==> src/rtl/lsu_ctrl.sv <==
// Memory-stage load/store controller: request/ack bus master with byte lanes and load formatting.
// Optional bus-wait watchdog enabled by defining LSU_TIMEOUT_EN.
module lsu_ctrl #(
  parameter int unsigned DATA_WIDTH     = 32,
  parameter int unsigned TIMEOUT_CYCLES = 16
) (
  input  logic                  clk,
  input  logic                  rst,
  input  logic                  mem_rd,
  input  logic                  mem_wr,
  input  logic [2:0]            addr_mode,
  input  logic [DATA_WIDTH-1:0] addr,
  input  logic [DATA_WIDTH-1:0] wdata,
  output logic                  bus_req,
  output logic                  bus_we,
  output logic [DATA_WIDTH-1:0] bus_addr,
  output logic [3:0]            bus_be,
  output logic [DATA_WIDTH-1:0] bus_wdata,
  input  logic                  bus_ack,
  input  logic [DATA_WIDTH-1:0] bus_rdata,
  output logic [DATA_WIDTH-1:0] rd_data,
  output logic                  done,
  output logic                  err,
  output logic                  stall
);

  if (DATA_WIDTH != 32 || TIMEOUT_CYCLES == 0) begin : g_bad_cfg
    $error("lsu_ctrl: DATA_WIDTH must be 32 and TIMEOUT_CYCLES nonzero");
  end

  typedef enum logic [1:0] {IDLE, BUSY, DONE} state_t;

  state_t                state_q, state_d;
  logic [2:0]            mode_q, mode_d;
  logic [1:0]            lane_q, lane_d;
  logic                  bus_req_d, bus_we_d, done_d, err_d;
  logic [DATA_WIDTH-1:0] bus_addr_d, bus_wdata_d, rd_data_d;
  logic [3:0]            bus_be_d;
  logic                  req_any, is_store, misaligned, illegal, tmo_hit;
  logic [3:0]            st_be;
  logic [DATA_WIDTH-1:0] st_wdata;

  // Extract and extend the addressed byte/half from the returned word.
  function automatic logic [31:0] fmt_load(input logic [2:0] mode, input logic [1:0] lane,
                                           input logic [31:0] word);
    logic [7:0]  b;
    logic [15:0] h;
    b = word[{lane, 3'b000} +: 8];
    h = word[{lane[1], 4'b0000} +: 16];
    case (mode)
      3'b000:  fmt_load = {{24{b[7]}}, b};
      3'b001:  fmt_load = {{16{h[15]}}, h};
      3'b011:  fmt_load = {24'h000000, b};
      3'b100:  fmt_load = {16'h0000, h};
      default: fmt_load = word;
    endcase
  endfunction

  assign req_any  = mem_rd | mem_wr;
  assign is_store = addr_mode[2] & (addr_mode[1] | addr_mode[0]);
  assign illegal  = (mem_rd & mem_wr) | (mem_wr & ~is_store) | (mem_rd & is_store);

  // Alignment check and store lane steering from the incoming access code.
  always_comb begin
    misaligned = 1'b0;
    st_be      = 4'hF;
    st_wdata   = '0;
    case (addr_mode)
      3'b001, 3'b100: misaligned = addr[0];
      3'b010:         misaligned = |addr[1:0];
      3'b101: begin
        st_be    = 4'(4'b0001 << addr[1:0]);
        st_wdata = {4{wdata[7:0]}};
      end
      3'b110: begin
        misaligned = addr[0];
        st_be      = 4'(4'b0011 << addr[1:0]);
        st_wdata   = {2{wdata[15:0]}};
      end
      3'b111: begin
        misaligned = |addr[1:0];
        st_wdata   = wdata;
      end
      default: ;
    endcase
  end

`ifdef LSU_TIMEOUT_EN
  localparam int unsigned CNT_W = $clog2(TIMEOUT_CYCLES + 1);
  logic [CNT_W-1:0] tmo_q;

  // Counts ack-less BUSY cycles; idles at zero outside BUSY.
  always_ff @(posedge clk) begin
    if (rst || state_q != BUSY) tmo_q <= '0;
    else if (!bus_ack)          tmo_q <= tmo_q + 1'b1;
  end

  assign tmo_hit = (state_q == BUSY) && !bus_ack && (tmo_q == CNT_W'(TIMEOUT_CYCLES - 1));
`else
  assign tmo_hit = 1'b0;
`endif

  always_ff @(posedge clk) begin
    if (rst) begin
      state_q   <= IDLE;
      mode_q    <= '0;
      lane_q    <= '0;
      bus_req   <= 1'b0;
      bus_we    <= 1'b0;
      bus_addr  <= '0;
      bus_be    <= '0;
      bus_wdata <= '0;
      rd_data   <= '0;
      done      <= 1'b0;
      err       <= 1'b0;
    end else begin
      state_q   <= state_d;
      mode_q    <= mode_d;
      lane_q    <= lane_d;
      bus_req   <= bus_req_d;
      bus_we    <= bus_we_d;
      bus_addr  <= bus_addr_d;
      bus_be    <= bus_be_d;
      bus_wdata <= bus_wdata_d;
      rd_data   <= rd_data_d;
      done      <= done_d;
      err       <= err_d;
    end
  end

  // Next-state and next-output logic; bus fields hold while BUSY.
  always_comb begin
    state_d     = state_q;
    mode_d      = mode_q;
    lane_d      = lane_q;
    bus_req_d   = bus_req;
    bus_we_d    = bus_we;
    bus_addr_d  = bus_addr;
    bus_be_d    = bus_be;
    bus_wdata_d = bus_wdata;
    rd_data_d   = rd_data;
    done_d      = 1'b0;
    err_d       = 1'b0;
    stall       = 1'b0;
    case (state_q)
      IDLE: begin
        stall = req_any;
        if (req_any) begin
          mode_d = addr_mode;
          lane_d = addr[1:0];
          if (illegal || misaligned) begin
            state_d   = DONE;
            done_d    = 1'b1;
            err_d     = 1'b1;
            rd_data_d = '0;
          end else begin
            state_d     = BUSY;
            bus_req_d   = 1'b1;
            bus_we_d    = mem_wr;
            bus_addr_d  = {addr[DATA_WIDTH-1:2], 2'b00};
            bus_be_d    = st_be;
            bus_wdata_d = st_wdata;
          end
        end
      end
      BUSY: begin
        stall = 1'b1;
        if (bus_ack) begin
          state_d   = DONE;
          bus_req_d = 1'b0;
          bus_we_d  = 1'b0;
          done_d    = 1'b1;
          rd_data_d = bus_we ? '0 : fmt_load(mode_q, lane_q, bus_rdata);
        end else if (tmo_hit) begin
          state_d   = DONE;
          bus_req_d = 1'b0;
          bus_we_d  = 1'b0;
          done_d    = 1'b1;
          err_d     = 1'b1;
          rd_data_d = '0;
        end
      end
      DONE:    state_d = IDLE;
      default: state_d = IDLE;
    endcase
  end

endmodule

==> config.mk <==
export PLATFORM = sky130hd
export DESIGN_NAME = lsu_ctrl
export DESIGN_NICKNAME = d
export VERILOG_FILES = /design/src/rtl/lsu_ctrl.sv
export SDC_FILE = /design/constraint.sdc
export NUM_CORES = 1
export LEC_CHECK = 0
export ABC_AREA = 1
export ABC_CLOCK_PERIOD_IN_PS = 1520
export CELL_PAD_IN_SITES_DETAIL_PLACEMENT = 1
export CELL_PAD_IN_SITES_GLOBAL_PLACEMENT = 2
export CORE_UTILIZATION = 20
export CTS_BUF_LIST = sky130_fd_sc_hd__clkbuf_8
export DETAILED_ROUTE_END_ITERATION = 8
export PLACE_DENSITY_LB_ADDON = 0.1
export SLEW_MARGIN = 20
export SYNTH_ARGS = -nofsm -noshare
export SYNTH_HDL_FRONTEND = slang
export SYNTH_SLANG_ARGS = --single-unit
export TNS_END_PERCENT = 50
==> constraint.sdc <==
create_clock -name clk -period 1.52 [get_ports clk]
set_clock_uncertainty 0.1 [all_clocks]
set_input_delay 0.152 -clock clk [delete_from_list [all_inputs] [get_ports clk]]
set_output_delay 0.152 -clock clk [all_outputs]
set_load 0.02 [all_outputs]
==> impl_metrics.py <==
metrics = {
    "status": {
        "status": "finished, violations left",
        "violations": "negative setup slack",
    },
    "worst_hold_path": {
        "min_path_cells": 4,
        "hp-class": "primary input to register",
    },
    "critical_path": {
        "cp_num_cells": 6,
        "worstPathArrival_ns": 1.37,
        "crit_fanout": 3,
        "worstSetupStartpointType": "register",
        "crit_slowest_cell": "dfxtp_4",
        "crit_path_end_kind": "primary output",
        "critical_path_required_ns": 1.27,
        "crit_family": "flip-flops",
        "crit_chain": "nor2_4, nand2_2, buf_6, buf_8, nand2_4, buf_6",
        "path_buf_inv": 3,
        "max_stage_delay_ns": 0.38,
        "worst-setup-path-type": "register to primary output",
        "critical_path.most_common_cell": "buf_6",
        "ff2ff_path_depth": 8,
    },
    "finish": {
        "drive_gt1_frac": 0.197,
        "postLayoutCoreUtil": 0.354,
        "nFillCells": 3257,
        "diodes": 0,
        "final-seq-area_sq_um": 2190,
        "synthToLayoutAreaGrowth_pct": 73.7,
        "multi_input_area_sq_um": 2850,
        "postLayoutCellArea_sq_um": 9200,
        "nets": 1211,
        "fin_cells": 1447,
    },
    "logic_synthesis": {
        "synth-edff-count": 0,
        "synthArstFlopShare": 0,
        "synth_top_area_frac": 0.412,
        "synthTopCellsByArea": "dfxtp_1 41%, nand2_1 13%, nor2_1 12%, a21oi_1 8.9%, o21ai_0 6.9%",
        "synth.most_common_cell": "nand2_1",
        "yosys_warnings": 0,
        "synth_top_family_by_area": "simple AND/OR/NAND/NOR gates",
        "synth_cell_types": 29,
        "synthAdderAreaFrac": 0,
        "yosys_register_bits": 109,
        "synth_compound_area_frac": 0.180,
        "synth-simple-area-share": 0.303,
        "yosysSeqAreaShare": 0.412,
        "synthMuxAreaShare": 0,
        "syn_area_per_cell_sq_um": 6.42,
        "synth_top_cells_by_count": "188 x nand2_1, 173 x nor2_1, 109 x dfxtp_1",
        "yosysTopAreaCell": "dfxtp_1",
        "synth_xor_area_frac": 0,
        "syn_area_sq_um": 5290,
        "netlist_instances": 824,
        "synth_ff_type": "dfxtp_1",
    },
    "timing": {
        "finalMaxSlewViolations": 0,
        "final_hold_viol_count": 0,
        "finalCritPeriodShare": 1.07,
        "hold_slack_ns": 0.126,
        "tns_ns": -1.76,
        "rsz0062_at_grt": "yes",
        "setup_viol": 58,
        "fin_ws_ns": -0.102,
        "fmax_mhz": 617,
        "period_needed_ns": 1.62,
    },
    "floorplanning": {
        "num_io_pins": 209,
        "initial_core_util": 0.204,
        "core-area_sq_um": 26000,
        "fp.dieH_um": 165,
        "die_x_um": 165,
        "dieArea_sq_um": 27100,
        "std_cell_rows": 59,
    },
    "clock_network": {
        "clock_latency_ns": 0.40,
        "cts_buffers": 9,
        "cts_tree": "done",
        "cts-htree-levels": 3,
        "path_clk_slew_ns": 0.12,
        "clock_sinks": 109,
        "clock_path_buffers": 2,
        "root_buffer": "clkbuf_8",
    },
    "global_routing": {
        "grt_pass1_wl_um": 34500,
        "grt_pass1_vias": 6276,
        "grt_max_degree": 52,
        "grt_util_all_layers": 0.165,
        "antenna_found_initial": 0,
        "globalRouteOverflowTotal": 0,
    },
    "route": {
        "drt-initial-drc-count": 219,
        "wl_per_cell_um": 15.8,
        "viasPerCell": 4.29,
        "wirelength_um": 22900,
        "vias": 6214,
        "firstDrtPassIters": 4,
        "ant_nets": 0,
        "drc": 0,
    },
    "place": {
        "place_congestion": 0.771,
        "port_buffers": 206,
        "place_inst": 1407,
        "place_area_sq_um": 8380,
        "hpwl_um": 16000,
    },
    "power": {
        "power.density_nw_per_um2": 974,
        "ir_drop_mv": 0.407,
        "power.leakage_nw": 4.48,
    },
    "job": {
        "drv_cap": 0,
    },
}
[worst reg2reg max path, delay by kind of cell (launching register included)]
| kind | cells | cell delay [ns] |
|---|---|---|
| and+or+nand+nor | 3 | 0.44 |
| buffers and inverters | 4 | 0.57 |
| AOI/OAI and AO/OA | 1 | 0.07 |
| DFF | 1 | 0.38 |
[path summary, 6_finish.rpt]
kind	slack, ns	endpoint	start
worst max-delay path	-0.10	stall	state_q[0]$_SDFFE_PP0P_
worst min-delay path	0.13	lane_q[0]$_SDFFE_PP0P_	addr[0]
worst min register to register	0.38	bus_wdata[15]$_SDFFE_PP0P_	bus_wdata[15]$_SDFFE_PP0P_
worst max register to register	-0.08	rd_data[6]$_SDFFE_PP0P_	state_q[0]$_SDFFE_PP0P_
[per-layer routing]
metal | global-route usage | routed length, um | vias up
met4 | 0.0379 | 233 | 0
met3 | 0.0422 | 1300 | 16
met1 | 0.212 | 10600 | 2899
met2 | 0.276 | 10700 | 128
li1 | - | - | 3171
met5 | 0 | 0 | -
[stage by stage]
step	setup slack (ns)	power, mW
floorplan	0.0264	5.04
global placement	-0.526	6.80
detailed placement	-0.600	6.80
CTS	-0.188	8.83
global route	-0.182	9.60
finish	-0.102	8.96
[area by class of cell]
class / count / area share
timing repair buffer: 320 / 0.351
multi-input combinational: 590 / 0.310
sequential: 109 / 0.239
tap: 335 / 0.0456
inverter: 77 / 0.0314
clock buffer: 9 / 0.0135
clock inverter: 7 / 0.00953
[cells by family after synthesis]
logic type	after synthesis
buf+inv	126
flops	109
simple gates	402
other cells	1
compound gates	186
[registers in the layout, summed over array words and instances (netlist names)]
signal	count
bus_addr	30
done	1
rd_data	32
state_q	2
err	1
mode_q	3
lane_q	2
bus_we	1
bus_be	4
bus_wdata	32
bus_req	1
[report_power, final]
part / total, mW / switching [mW] / internal [mW]
combinational: 3.66 / 1.98 / 1.68
sequential: 3.35 / 0.180 / 3.17
clock: 1.95 / 1.28 / 0.674
[what timing repair did]
item,in CTS,in global routing
pin swaps,8,31
endpoints found under the setup margin,202,101
gates cloned,5,8
gates resized for setup,138,98
hold buffers,0,0
buffers inserted,2,9
[placed cells by master (no fill, tap or decap), types with 14 or more instances in the layout]
cell type / netlist / routed
nor2_1: 173 / 168
buf_4: 9 / 77
nand3_1: 25 / 22
dfxtp_1: 109 / 104
nand2_2: 3 / 16
a21oi_1: 94 / 79
inv_1: 75 / 70
o21ai_0: 73 / 48
o21ai_2: 1 / 22
o21ai_1: 10 / 14
dlygate4sd2_1: 0 / 103
buf_12: 0 / 18
clkdlybuf4s50_1: 0 / 99
nand2_1: 188 / 170
No activity file was read; power rests on OpenSTA's default activity.
